<file path="src/rtl/rng_pkg.sv">
// Shared constants, FSM state type and LFSR step function for the shared RNG arbiter.
// The 64-bit Fibonacci LFSR taps bits 63/62/60/59, shifts left, and feeds back into bit 0.
package rng_pkg;

    localparam int LFSR_W   = 64;
    localparam int FILL_LEN = 64;
    localparam int CNT_W    = $clog2(FILL_LEN);

    localparam int TAP_A = 63;
    localparam int TAP_B = 62;
    localparam int TAP_C = 60;
    localparam int TAP_D = 59;

    typedef enum logic {
        FILL  = 1'b0,
        READY = 1'b1
    } rng_state_t;

    function automatic logic [LFSR_W-1:0] lfsr_next(input logic [LFSR_W-1:0] cur);
        logic fb;
        fb = cur[TAP_A] ^ cur[TAP_B] ^ cur[TAP_C] ^ cur[TAP_D];
        return {cur[LFSR_W-2:0], fb};
    endfunction

endpackage

</file>
<file path="src/rtl/rng_lfsr_core.sv">
// 64-bit Fibonacci LFSR register. A load has priority over a step; with neither, the value holds.
module rng_lfsr_core
    import rng_pkg::*;
(
    input  logic              CLK,
    input  logic              step,
    input  logic              load,
    input  logic [LFSR_W-1:0] load_val,
    output logic [LFSR_W-1:0] q
);

    always_ff @(posedge CLK) begin
        if (load) begin
            q <= load_val;
        end else if (step) begin
            q <= lfsr_next(q);
        end
    end

endmodule

</file>
<file path="src/rtl/rng_share_arbiter.sv">
// Round-robin sharing of one 64-bit LFSR among N_REQ requesters; every word dispensed is 64 fresh bits.
// Optional RNG_RESEED_EN adds seed_ld/seed_in for runtime reseeding. SEED must be nonzero.
module rng_share_arbiter
    import rng_pkg::*;
#(
    parameter int          N_REQ = 4,
    parameter logic [63:0] SEED  = 64'hFEEDBABEDEADBEEF
) (
    input  logic              CLK,
    input  logic              nRST,
    input  logic [N_REQ-1:0]  req,
    output logic [N_REQ-1:0]  gnt,
    output logic [LFSR_W-1:0] rnd,
    output logic              rnd_valid
`ifdef RNG_RESEED_EN
    ,
    input  logic              seed_ld,
    input  logic [LFSR_W-1:0] seed_in
`endif
);

    localparam int PTR_W = (N_REQ > 1) ? $clog2(N_REQ) : 1;

    rng_state_t        state;
    logic [CNT_W-1:0]  fill_cnt;
    logic [PTR_W-1:0]  ptr;

    logic              reseed;
    logic [LFSR_W-1:0] reseed_val;
    logic              lfsr_step;
    logic              lfsr_load;
    logic [LFSR_W-1:0] lfsr_load_val;
    logic [LFSR_W-1:0] lfsr_q;

    logic              win_found;
    logic [PTR_W-1:0]  win_idx;
    logic [PTR_W-1:0]  cand;
    logic [PTR_W-1:0]  ptr_after;
    logic [N_REQ-1:0]  gnt_onehot;

`ifdef RNG_RESEED_EN
    // An all-zero seed would lock the LFSR, so it falls back to SEED.
    assign reseed     = seed_ld;
    assign reseed_val = (seed_in == '0) ? SEED : seed_in;
`else
    assign reseed     = 1'b0;
    assign reseed_val = SEED;
`endif

    assign lfsr_load     = !nRST || reseed;
    assign lfsr_load_val = !nRST ? SEED : reseed_val;
    assign lfsr_step     = (state == FILL) && !reseed;

    rng_lfsr_core u_lfsr (
        .CLK      (CLK),
        .step     (lfsr_step),
        .load     (lfsr_load),
        .load_val (lfsr_load_val),
        .q        (lfsr_q)
    );

    // Round-robin search: first asserted request at or after ptr, wrapping.
    always_comb begin
        win_found = 1'b0;
        win_idx   = '0;
        cand      = '0;
        for (int i = 0; i < N_REQ; i++) begin
            cand = PTR_W'((int'(ptr) + i) % N_REQ);
            if (!win_found && req[cand]) begin
                win_found = 1'b1;
                win_idx   = cand;
            end
        end
    end

    always_comb begin
        gnt_onehot          = '0;
        gnt_onehot[win_idx] = 1'b1;
        ptr_after           = (win_idx == PTR_W'(N_REQ - 1)) ? '0 : win_idx + 1'b1;
    end

    always_ff @(posedge CLK) begin
        if (!nRST) begin
            state     <= FILL;
            fill_cnt  <= '0;
            ptr       <= '0;
            gnt       <= '0;
            rnd       <= '0;
            rnd_valid <= 1'b0;
        end else begin
            gnt       <= '0;
            rnd_valid <= 1'b0;
            if (reseed) begin
                state    <= FILL;
                fill_cnt <= '0;
            end else begin
                case (state)
                    FILL: begin
                        fill_cnt <= fill_cnt + 1'b1;
                        if (fill_cnt == CNT_W'(FILL_LEN - 1)) begin
                            state <= READY;
                        end
                    end
                    READY: begin
                        if (win_found) begin
                            gnt       <= gnt_onehot;
                            rnd       <= lfsr_q;
                            rnd_valid <= 1'b1;
                            fill_cnt  <= '0;
                            ptr       <= ptr_after;
                            state     <= FILL;
                        end
                    end
                    default: state <= FILL;
                endcase
            end
        end
    end

endmodule

</file>
<file path="config.mk">
export PLATFORM = sky130hd
export DESIGN_NAME = rng_share_arbiter
export DESIGN_NICKNAME = d
export VERILOG_FILES = /design/src/rtl/rng_pkg.sv /design/src/rtl/rng_lfsr_core.sv /design/src/rtl/rng_share_arbiter.sv
export SDC_FILE = /design/constraint.sdc
export NUM_CORES = 1
export LEC_CHECK = 0
export CAP_MARGIN = 10
export CORE_MARGIN = 3
export CORE_UTILIZATION = 49
export CTS_BUF_LIST = sky130_fd_sc_hd__clkbuf_4 sky130_fd_sc_hd__clkbuf_8 sky130_fd_sc_hd__clkbuf_16
export CTS_CLUSTER_SIZE = 24
export DETAILED_ROUTE_END_ITERATION = 7
export GPL_TIMING_DRIVEN = 0
export HOLD_SLACK_MARGIN = 0.12
export PLACE_DENSITY = 0.75
export SLEW_MARGIN = 20
export SYNTH_ARGS = -nofsm -noshare
export SYNTH_HDL_FRONTEND = slang
export SYNTH_HIERARCHICAL = 1
export SYNTH_SLANG_ARGS = --single-unit
</file>
<file path="constraint.sdc">
create_clock -name CLK -period 2.5 [get_ports CLK]
set_clock_uncertainty 0.15 [all_clocks]
set_input_delay 0.5 -clock CLK [delete_from_list [all_inputs] [get_ports CLK]]
set_output_delay 0.5 -clock CLK [all_outputs]
set_load 0.1 [all_outputs]
</file>
== Word level (Yosys, flattened, before mapping) ==
Cells that the tools add are included.

* Register bits after elaboration: 142
* Input bits: 6
* Output and inout port bits: 69
* Logic and storage cells: 60

* Add/subtract/negate cells: 5
* Magnitude comparators: 6
* Equality and inequality tests: 3
* Multiplexer cells: 25
* Bitwise operators: 4
* Reductions and logical operators: 10

{| class="wikitable"
|+ Operator list
! operator !! number
|-
| $lt 2x3->1 const B || 5
|-
| $mux 1 || 12
|-
| $pmux 6 s2 || 1
|-
| $mux 2 || 5
|-
| $bmux 1 s2 || 4
|-
| $add 6x1->6 const B || 1
|-
| $eq 6x6->1 const B || 1
|-
| $mux 6 || 1
|-
| $add 2x1->2 const B || 2
|-
| $add 2x2->2 const B || 2
|-
| $logic_and 1x1->1 || 4
|-
| $reduce_and 2->1 || 2
|-
| $logic_not 1->1 || 3
|-
| $reduce_and 3->1 || 1
|-
| $xor 1x1->1 || 3
|-
| $demux 1 s2 || 1
|-
| $eq 2x2->1 const B || 1
|-
| $ge 2x1->1 const B || 1
|-
| $ne 2x1->1 const B || 1
|-
| $pmux 1 s2 || 1
|-
| $not 1->1 || 1
|}

== Logic depth before layout (Yosys ltp) ==
* Word-level depth: 16
* Gate-level depth with buffers: 6
* Gate-level depth less buffers: 6

== By module ==
The synthesis kept the hierarchy.

{| class="wikitable"
|+ By module, submodules not included
! module !! times used !! cells an instance !! area an instance (µm²) !! seq. area each (µm²)
|-
| rng_lfsr_core || 1 || 140 || 2877.8 || 1921.8
|-
| rng_share_arbiter || 1 || 351 || 2836.5 || 1561.5
|}

== Worst setup path after synthesis ==
Ideal clock, no wire load.

* Path kind: input -> register
* Start point: input port nRST
* End point: register u_lfsr.q[0], enable pin
* Setup time: 394 ps
* Arrival time: 2113 ps
* Required time: 1956 ps
* Slack: -157 ps
* Cell stages on the path: 5
* Buffers on the path: 3
* Cell sequence: inv_2 -> clkbuf_1 -> buf_6 -> buf_6 -> or2_2

{| class="wikitable"
|+ RTL lines
! item !! RTL line !! source
|-
| from (decl) || rng_share_arbiter.sv:10 || <nowiki>input logic nRST,</nowiki>
|-
| to (signal assigned) || rng_lfsr_core.sv:14 || <nowiki>q <= load_val;</nowiki>
|-
| to (signal assigned) || rng_lfsr_core.sv:16 || <nowiki>q <= lfsr_next(q);</nowiki>
|-
| to (decl) || rng_lfsr_core.sv:9 || <nowiki>output logic [LFSR_W-1:0] q</nowiki>
|}

No word-level cell between the ends.

== Final worst setup path ==
* Start point: input port nRST
* End point: register u_lfsr.q[45], enable pin

No word-level cell between the ends.

==> reports/qor.csv <==
stage,metric,value,unit
outcome,status,"complete, no violations",
global_route,first-pass GRT wire length,19300,µm
yosys,Post-synth top cells,"135 x nand2_1, 78 x dfxtp_1, 74 x a21oi_1, 64 x edfxtp_1, 37 x mux2_4",
global_route,largest net degree at the start of global routing,33,
yosys,synth unique cells,31,
clock_network,CTS root buf,clkbuf_16,
sta,post-route setup TNS,0,ns
place,Placement Setup Slack,-1.05,ns
finish,register area,0.00348,mm²
floorplanning,starting density of the core,51.4,%
worst_setup_path,CP Launch Type,input pin,
floorplanning,Core Box Area,0.0111,mm²
clock_network,Worst-Skew Late Latency,0.41,ns
route,Vias/cell,4.85,
finish,fillcell total,863,
clock_network,H-tree levels,4,
yosys,"Seq/Total Area, Yosys",61.0,%
sta,final hold vios,0,
floorplanning,row cnt,38,
sta,RSZ-0062 raised after global routing,no,
finish,Inserted Diodes,0,
floorplanning,Die W,114,µm
clock_network,clk sink count,142,
yosys,Gate Count Post-Synth,491,
floorplanning,I/O pins,75,
route,drt first pass iters,4,
global_route,vias in the first global route,3972,
finish,post-layout util,66.3,%
yosys,Yosys Warn Count,6,
route,Post-DRT Antenna Nets,0,
pwr,"Power, Total",5380,µW
global_route,GR Util met2,30.4,%
finish,cell area after layout,0.00738,mm²
route,1st-iter DRT viols,188,
clock_network,Num CTS Buffers,17,
global_route,initial antenna violation count,0,
route,vias,3887,
run,Max Cap Viol,0,
sta,fmax,421,MHz
sta,Final setup viols,0,
sta,Final Slew Violations,0,
yosys,"flops & latches, synth",142,
yosys,Mapped Area,0.00571,mm²
yosys,most frequent cell after synthesis,nand2_1,
finish,multi-input logic area,0.00230,mm²
pwr,Leak Pwr,0.00318,µW
place,placed inst area,0.00687,mm²
route,Post-Route WL,11600,µm
sta,Worst Tran Pin Value,0.997,ns
clock_network,Setup Buffers After CTS,0,
global_route,global routing met3 resource utilization,4.35,%
global_route,GRT overflow,0,
floorplanning,die height,114,µm
sta,min setup slack post-route,0.127,ns
yosys,Post-synth EDFFs,64,
hold_path,worst hold path class,reg -> reg,
yosys,top-area cell type share of the netlist area,33.6,%
pwr,maximum vdd drop,0.000421,V
finish,Area growth syn-to-layout,29.2,%
yosys,post-synth top area cell,edfxtp_1,
clock_network,clock transition at the registers of the reported paths,0.06,ns
global_route,met1 usage,24.8,%
route,Residual DRC,0,
clock_network,CTS tree,built,
global_route,gr busiest metal,met2,
pwr,PwrDens,729,mW/mm²
place,Final GP Congestion,0.810,
place,post-DP HPWL,7530,µm
worst_setup_path,WS Path Type,in -> reg,
floorplanning,die area,0.0130,mm²
yosys,"FFs w/ async S/R, synth",0,%
worst_setup_path,Worst EP arrival,2.28,ns
finish,final net count,659,
yosys,Post-synth top flop,dfxtp_1,
worst_setup_path,"critical path fanouts, max",20,
route,WL/cell,14.5,µm
worst_setup_path,Worst Path Required,2.40,ns
finish,layout cells sized above 1,18.0,%
sta,fin crit share,94.9,%
yosys,top post-synthesis cells by area,"edfxtp_1 34%, dfxtp_1 27%, mux2_4 9.7%",
yosys,synthesized area per cell,11.6,µm²
clock_network,CTS Buffer Depth,2,
sta,slew margin rel.,33.8,%
place,I/O Buffers,74,
sta,Final min period,2.37,ns
worst_setup_path,CP endpoint kind,flip-flop,
global_route,GRT Overall Usage,18.8,%
-- routing by layer --
layer | up-vias | share of wire (%)
li1 | 1948 | -
met1 | 1843 | 47
met2 | 83 | 48
met3 | 13 | 4.1
met4 | 0 | 1.1
met5 | - | 0
-- cell families after synthesis --
group,after synthesis,share of synthesized area [%]
xor+xnor,5,0.766
other cells,2,0.131
simple gates,159,11.4
fa+ha+maj,5,1.09
buf+inv,33,3.37
flops,142,61.0
mux,64,15.0
compound gates,81,7.29
-- per-stage QoR --
stage | instances | hold WS (ns)
6_report | 801 | 0.298
5_1_grt | 801 | 0.320
4_1_cts | 799 | 0.302
3_5_place_dp | 767 | 0.297
3_3_place_gp | 767 | 0.294
2_1_floorplan | 553 | 0.308
-- worst max-delay path: stages --
cell             delay [ns]
clkdlybuf4s50_1        0.52
inv_2                  0.38
buf_6                  0.24
buf_6                  0.20
or2_2                  0.43
-- flip-flops by register name (all words and copies together), names as in the netlist --
name / flops
fill_cnt: 6
rnd_valid: 1
u_lfsr/q: 64
gnt: 4
rnd: 64
ptr: 2
state: 1
-- timing repair --
item,CTS,global route
gates resized for setup,70,1
pin swaps,0,0
endpoints found under the setup margin,144,67
cloned,1,2
hold buffers,0,0
-- power by group --
group	leakage (µW)	internal [µW]	switching, µW
combinational	0.00160	165	116
sequential	0.00131	2560	71.0
clock	0.000272	1490	972
total	0.00318	4220	1160
-- layout make-up --
| class | instances | share of cell area [%] |
|---|---|---|
| Buffer | 27 | 2.31 |
| Clock buffer | 19 | 5.97 |
| Clock inverter | 13 | 1.92 |
| Inverter | 5 | 0.254 |
| Multi-Input combinational cell | 381 | 31.1 |
| Sequential cell | 142 | 47.2 |
| Tap cell | 140 | 2.37 |
| Timing Repair Buffer | 74 | 8.87 |
-- final timing paths --
check	startpoint	endpoint	slack, ns	depth (start not counted)
setup / recovery	nRST	u_lfsr/q[45]$_DFFE_PP_	0.13	5
setup reg to reg	state$_SDFF_PN0_	rnd[43]$_SDFFE_PN0P_	0.46	5
hold / removal	rnd[30]$_SDFFE_PN0P_	rnd[30]$_SDFFE_PN0P_	0.30	2
hold reg to reg	rnd[30]$_SDFFE_PN0P_	rnd[30]$_SDFFE_PN0P_	0.30	2
-- cell usage in the layout, fill, tap and decap left out, types with 2 or more instances in the layout --
master,synthesis,layout
nand3_1,3,3
and3_1,6,6
dlygate4sd2_1,0,69
dfxtp_1,78,78
clkdlybuf4s50_1,0,5
inv_6,0,2
clkbuf_16,0,17
or2_2,1,2
mux2_2,26,26
clkinvlp_4,0,4
clkbuf_1,9,8
bufinv_16,0,2
clkbuf_4,0,2
o21ai_0,3,3
edfxtp_1,64,64
nand2_1,135,135
ha_1,5,5
clkinv_4,0,3
nor2_1,7,6
or2_4,0,2
nand2b_1,2,2
conb_1,2,64
buf_6,6,6
inv_1,4,4
buf_2,10,10
xnor2_1,4,4
clkinv_1,0,2
mux2_4,37,37
nor3_1,2,2
buf_4,3,3
a21oi_1,74,74
No activity file was read; power rests on OpenSTA's default activity.
